## src/rtl/rpn_sequencer.sv

```systemverilog
// rtl/rpn_sequencer.sv - control FSM sequencing stack pops, ALU op and result push for the RPN calculator
module rpn_sequencer #(
  parameter int WORD_WIDTH = 8,
  parameter int STACK_SIZE = 8,
  localparam int DEPTH_W = $clog2(STACK_SIZE + 1)
) (
  input  logic                  clock,
  input  logic                  reset_n,
  input  logic                  in_valid,
  output logic                  in_ready,
  input  logic                  in_is_op,
  input  logic [2:0]            in_op,
  input  logic [WORD_WIDTH-1:0] in_data,
  output logic                  stack_push,
  output logic                  stack_pop,
  output logic [WORD_WIDTH-1:0] stack_write_data,
  input  logic [WORD_WIDTH-1:0] stack_read_data,
  output logic [DEPTH_W-1:0]    depth,
  output logic                  err_underflow,
  output logic                  err_overflow,
  input  logic                  err_clear
);

  typedef enum logic [1:0] {IDLE, OP_B, PUSH} state_t;

  localparam logic [2:0] OP_NEG  = 3'd6;
  localparam logic [2:0] OP_DROP = 3'd7;
  localparam logic [DEPTH_W-1:0] DEPTH_FULL = DEPTH_W'(STACK_SIZE);
  localparam logic [DEPTH_W-1:0] DEPTH_ONE  = DEPTH_W'(1);
  localparam logic [DEPTH_W-1:0] DEPTH_TWO  = DEPTH_W'(2);

  state_t                  state, state_nxt;
  logic [DEPTH_W-1:0]      depth_nxt;
  logic [WORD_WIDTH-1:0]   opa, opa_nxt;
  logic [WORD_WIDTH-1:0]   result, result_nxt;
  logic [2:0]              op_q, op_nxt;
  logic                    push_c, pop_c;
  logic                    uf_set, of_set;
  logic                    accept;

  // b is the deeper operand, a was the top of stack when the op was accepted
  function automatic logic [WORD_WIDTH-1:0] alu(input logic [2:0] op,
                                                input logic [WORD_WIDTH-1:0] b,
                                                input logic [WORD_WIDTH-1:0] a);
    case (op)
      3'd0:    alu = b + a;
      3'd1:    alu = b - a;
      3'd2:    alu = b * a;
      3'd3:    alu = b & a;
      3'd4:    alu = b | a;
      3'd5:    alu = b ^ a;
      default: alu = '0;
    endcase
  endfunction

  assign in_ready = (state == IDLE) & reset_n;
  assign accept   = in_valid & in_ready;

  // stack strobes are held low while reset is asserted so the stack sees no activity
  assign stack_push = push_c & reset_n;
  assign stack_pop  = pop_c & reset_n;

  // state, depth, operand/result and sticky error registers
  always_ff @(posedge clock or negedge reset_n) begin
    if (!reset_n) begin
      state         <= IDLE;
      depth         <= '0;
      opa           <= '0;
      result        <= '0;
      op_q          <= '0;
      err_underflow <= 1'b0;
      err_overflow  <= 1'b0;
    end else begin
      state         <= state_nxt;
      depth         <= depth_nxt;
      opa           <= opa_nxt;
      result        <= result_nxt;
      op_q          <= op_nxt;
      err_underflow <= uf_set | (err_underflow & ~err_clear);
      err_overflow  <= of_set | (err_overflow & ~err_clear);
    end
  end

  // next-state, stack strobes and error events
  always_comb begin
    state_nxt        = state;
    depth_nxt        = depth;
    opa_nxt          = opa;
    result_nxt       = result;
    op_nxt           = op_q;
    push_c           = 1'b0;
    pop_c            = 1'b0;
    stack_write_data = '0;
    uf_set           = 1'b0;
    of_set           = 1'b0;
    case (state)
      IDLE: begin
        if (accept) begin
          if (!in_is_op) begin
            if (depth < DEPTH_FULL) begin
              push_c           = 1'b1;
              stack_write_data = in_data;
              depth_nxt        = depth + DEPTH_ONE;
            end else begin
              of_set = 1'b1;
            end
          end else if (in_op == OP_NEG) begin
            if (depth != '0) begin
              result_nxt = -stack_read_data;
              pop_c      = 1'b1;
              depth_nxt  = depth - DEPTH_ONE;
              state_nxt  = PUSH;
            end else begin
              uf_set = 1'b1;
            end
          end else if (in_op == OP_DROP) begin
            if (depth != '0) begin
              pop_c     = 1'b1;
              depth_nxt = depth - DEPTH_ONE;
            end else begin
              uf_set = 1'b1;
            end
          end else begin
            if (depth < DEPTH_TWO) begin
              uf_set = 1'b1;
            end else begin
              opa_nxt   = stack_read_data;
              op_nxt    = in_op;
              pop_c     = 1'b1;
              depth_nxt = depth - DEPTH_ONE;
              state_nxt = OP_B;
            end
          end
        end
      end
      OP_B: begin
        result_nxt = alu(op_q, stack_read_data, opa);
        pop_c      = 1'b1;
        depth_nxt  = depth - DEPTH_ONE;
        state_nxt  = PUSH;
      end
      PUSH: begin
        push_c           = 1'b1;
        stack_write_data = result;
        depth_nxt        = depth + DEPTH_ONE;
        state_nxt        = IDLE;
      end
      default: state_nxt = IDLE;
    endcase
  end

endmodule

```

## config.mk

```make
export PLATFORM = sky130hd
export DESIGN_NAME = rpn_sequencer
export DESIGN_NICKNAME = d
export VERILOG_FILES = /design/src/rtl/rpn_sequencer.sv
export SDC_FILE = /design/constraint.sdc
export NUM_CORES = 1
export LEC_CHECK = 0
export ABC_AREA = 1
export CORE_AREA = 2 2 89 91
export CTS_CLUSTER_DIAMETER = 150
export DETAILED_ROUTE_END_ITERATION = 7
export DIE_AREA = 0 0 91 93
export MAX_ROUTING_LAYER = met4
export PLACE_DENSITY_LB_ADDON = 0.12
export SLEW_MARGIN = 20
export SYNTH_ARGS = -nofsm -noshare
export SYNTH_HDL_FRONTEND = slang
export SYNTH_SLANG_ARGS = --single-unit
export TNS_END_PERCENT = 5
```

## constraint.sdc

```tcl
create_clock -name clock -period 4.5 [get_ports clock]
set_input_delay 0.675 -clock clock [delete_from_list [all_inputs] [get_ports clock]]
set_output_delay 0.675 -clock clock [all_outputs]
set_load 0.03 [all_outputs]
```

==> results.md <==
* Power Total at 0.00301 W
* Critical path type: primary input to flip-flop
* Root Buffer: clkbuf_8
* Die Ht at 93 microns
* Layout cells sized above 1 at 10.9%
* Starting Density at 49.1%
* Worst-path cell chain: clkdlybuf4s50_1 > buf_4 > nand2_1 > fa_1 > inv_1 > fa_1 > ha_1 > inv_1 > fa_1 > inv_1 > ha_1 > or2_2 > a31oi_2 > nand3_1 > o21bai_1 > a21oi_1 > nor2_1
* Flop pwr share at 16.7%
* Main synth FF type: dfrtp_1
* Global placer's final weighted congestion at 0.940
* First-pass GRT wire length at 17,000 microns
* Clock sinks at 27
* Switching Share at 54.5%
* Final critical-path share of the clock period at 95.9%
* Lkg Pwr at 2.43 nW
* Hold_buf cts at 0
* Post-synthesis compound-gate area fraction at 13.3%
* Fmax at 232 MHz
* Psw at 0.00164 W
* Synth area leader: dfrtp_1
* Ant. Diodes at 0
* Crit path launch type: primary input
* FP Rows at 32
* Syn nets at 630
* Worst vdd ir at 0.000380 V
* Adder-cell share of the synthesized area at 22.9%
* Clock tree buffer depth at 2
* EDFF count, synth at 0
* Tightest Pin Transition at 0.862 ns
* Synthesized flop and latch total at 27
* Clock power share at 5.0%
* Filler instances at 755
* Largest net degree at the start of global routing at 29
* Residual DRC at 0
* Comb pwr share at 78.3%
* Worst-Skew Late Latency at 0.29 ns
* ANT nets after route at 0
* Worst setup EP type: flip-flop
* Top cell type's share of synthesized area at 18.3%
* IO Pins at 41
* Outcome: finished, final reports clean
* Internal at 0.00137 W
* CTS H-tree lvls at 1
* Warnings from Yosys at 0
* WHS at 0.542 ns
* Syn Area/Cell at 6.77 sq um
* Clock-pin slew on the worst setup and hold paths at 0.10 ns
* Mux cell area share after synthesis at 0.305%
* Vias per cell at 5.06
* Initial DRC Count at 166
* CP top delay family: adder cells
* CP Max Fanout at 9
* Worst slew margin at 42.4%
* Post-Syn Area at 3700 sq um
* All-layer global routing usage at 25.6%
* CTS tree: built
* Setup Skew at 0.00702 ns
* Slowest cell on crit path: fa_1
* Initial antenna violation count at 0
* Via Count at 3,528
* Max-cap viol count at 0
* Die W at 91 microns
* WP data required at 4.68 ns
* Final min period at 4.32 ns
* FFs w/ async S/R, synth at 100%
* Slowest stage delay, CP at 0.53 ns
* Die footprint at 8460 sq um
* Worst hold path class: flip-flop to flip-flop
* Area growth syn-to-layout at 17.3%
* Synth Area in Simple Gates at 25.1%
* Drt first pass iters at 4
* Vias in the first global route at 3,646
* Post-Synth XOR/XNOR Area at 3.79%
* Final net count at 680
* GRT overflow at 0
* IO Port Bufs at 40
* Core ar. at 7530 sq um
* CTS Buf Count at 3
* Top post-synthesis cells by area: dfrtp_1, ha_1, nand2_1, inv_1, fa_1
* Synth cell types at 44
* Synth Instances at 546
* Worst EP arrival at 4.49 ns
* Pwr per Cell Area at 693 nW/um^2
* Pins Over Slew Limit at 0
* Largest family of logic cells by synthesized area: simple AND/OR/NAND/NOR gates
* Final hold violation count at 0
* Synth cell count leaders: nand2_1, inv_1, ha_1, nand3_1, o21ai_0
* Setup-failing EPs final at 0
* Total wire length at 9740 microns
* Final HPWL DP at 7920 microns
* Routed WL per cell at 14.0 microns
* Count leader, synth: nand2_1
* Critical path buffers and inverters at 5
* R2R setup slack at 0.59 ns
* Post-CTS Setup Inserts at 0
* Sequential area share after synthesis at 18.3%
worst paths after layout:
| kind | end | from | cells past startpoint |
|---|---|---|---|
| worst min register to register | err_underflow$_DFF_PN0_ | err_underflow$_DFF_PN0_ | 2 |
| worst max-delay path | result[5]$_DFFE_PN0P_ | stack_read_data[1] | 17 |
| worst min-delay path | err_underflow$_DFF_PN0_ | err_underflow$_DFF_PN0_ | 2 |
| worst max register to register | result[7]$_DFFE_PN0P_ | opa[4]$_DFFE_PN0P_ | 17 |
| min in group asynchronous | depth[1]$_DFFE_PN0P_ | reset_n | 2 |
| max in group asynchronous | opa[7]$_DFFE_PN0P_ | reset_n | 2 |
layout make-up:
class	count	area [sq um]	share of cell area, %
Clock buffer	4	45.0	1.04
Timing Repair Buffer	61	563	13.0
Sequential cell	27	676	15.6
Multi-Input combinational cell	372	2430	56.1
Tap cell	102	128	2.94
Inverter	131	492	11.3
worst register-to-register path, cell delays in order, from the launching register on:
cell	delay [ns]
dfrtp_1	0.49
nand2_1	0.14
fa_2	0.42
fa_1	0.54
inv_1	0.05
fa_1	0.47
inv_1	0.05
fa_1	0.53
inv_1	0.05
ha_1	0.30
a21o_1	0.19
a31oi_2	0.16
inv_1	0.06
nand3_1	0.08
nand3_1	0.08
nand2_1	0.08
nand2_1	0.05
a21oi_2	0.13
cells in the final DEF (no fill, tap or decap), types with 3 or more instances in the layout:
cell               n
nand2_1          132
inv_1            111
ha_1              47
clkdlybuf4s50_1   38
nand3_1           34
o21ai_0           29
dfrtp_1           27
nor2_1            25
buf_4             21
inv_2             19
a21oi_1           18
fa_1              12
xor2_1            10
nand2_2            6
a221oi_1           6
o22ai_1            6
xnor2_1            6
nor2_2             3
o21ai_1            3
o211ai_1           3
a31oi_1            3
clkbuf_8           3
through the flow:
stage / setup WS, ns / setup TNS [ns] / util [%] / std cells / instance area [sq um]
6_report: 0.183 / 0 / 57.6 / 697 / 4340
5_1_grt: -0.000107 / -0.000107 / 57.6 / 697 / 4340
4_1_cts: 0.115 / 0 / 57.4 / 697 / 4320
3_5_place_dp: -0.184 / -0.415 / 56.8 / 693 / 4270
3_3_place_gp: -0.140 / -0.288 / 56.8 / 693 / 4270
2_1_floorplan: 0.405 / 0 / - / 546 / 3700
power groups by stage:
stage | Clock (W) | Combinational, W | Sequential, W
6_report | 0.000149 | 0.00235 | 0.000503
5_1_grt | 0.000163 | 0.00271 | 0.000521
4_1_cts | 0.000154 | 0.00233 | 0.000503
3_5_place_dp | 0 | 0.00231 | 0.000506
3_3_place_gp | 0 | 0.00228 | 0.000504
2_1_floorplan | 0 | 0.00172 | 0.000473
repair_timing:
action | 4_1_cts | 5_1_grt
endpoints found under the hold margin | 0 | 0
resized for setup | 0 | 5
endpoints found under the setup margin | 0 | 3
cell families after synthesis:
logic type | count (synthesis)
fa+ha+maj | 60
compound gates | 82
flops | 27
buf+inv | 147
simple gates | 213
mux | 1
xor+xnor | 16
layer usage:
layer	routed length, microns	GRT usage, %	share of wire [%]	up-vias
met5	0	-	0	-
met4	138	6.44	1.4	0
met3	394	2.26	4.0	9
met2	4860	46.7	50	79
met1	4350	30.7	45	1637
li1	-	-	-	1803
registers in the layout (all words and copies together), names as in the netlist:
signal,count
opa,8
op_q,3
state,2
err_overflow,1
result,8
depth,4
err_underflow,1
(Power assumes the default switching activity.)
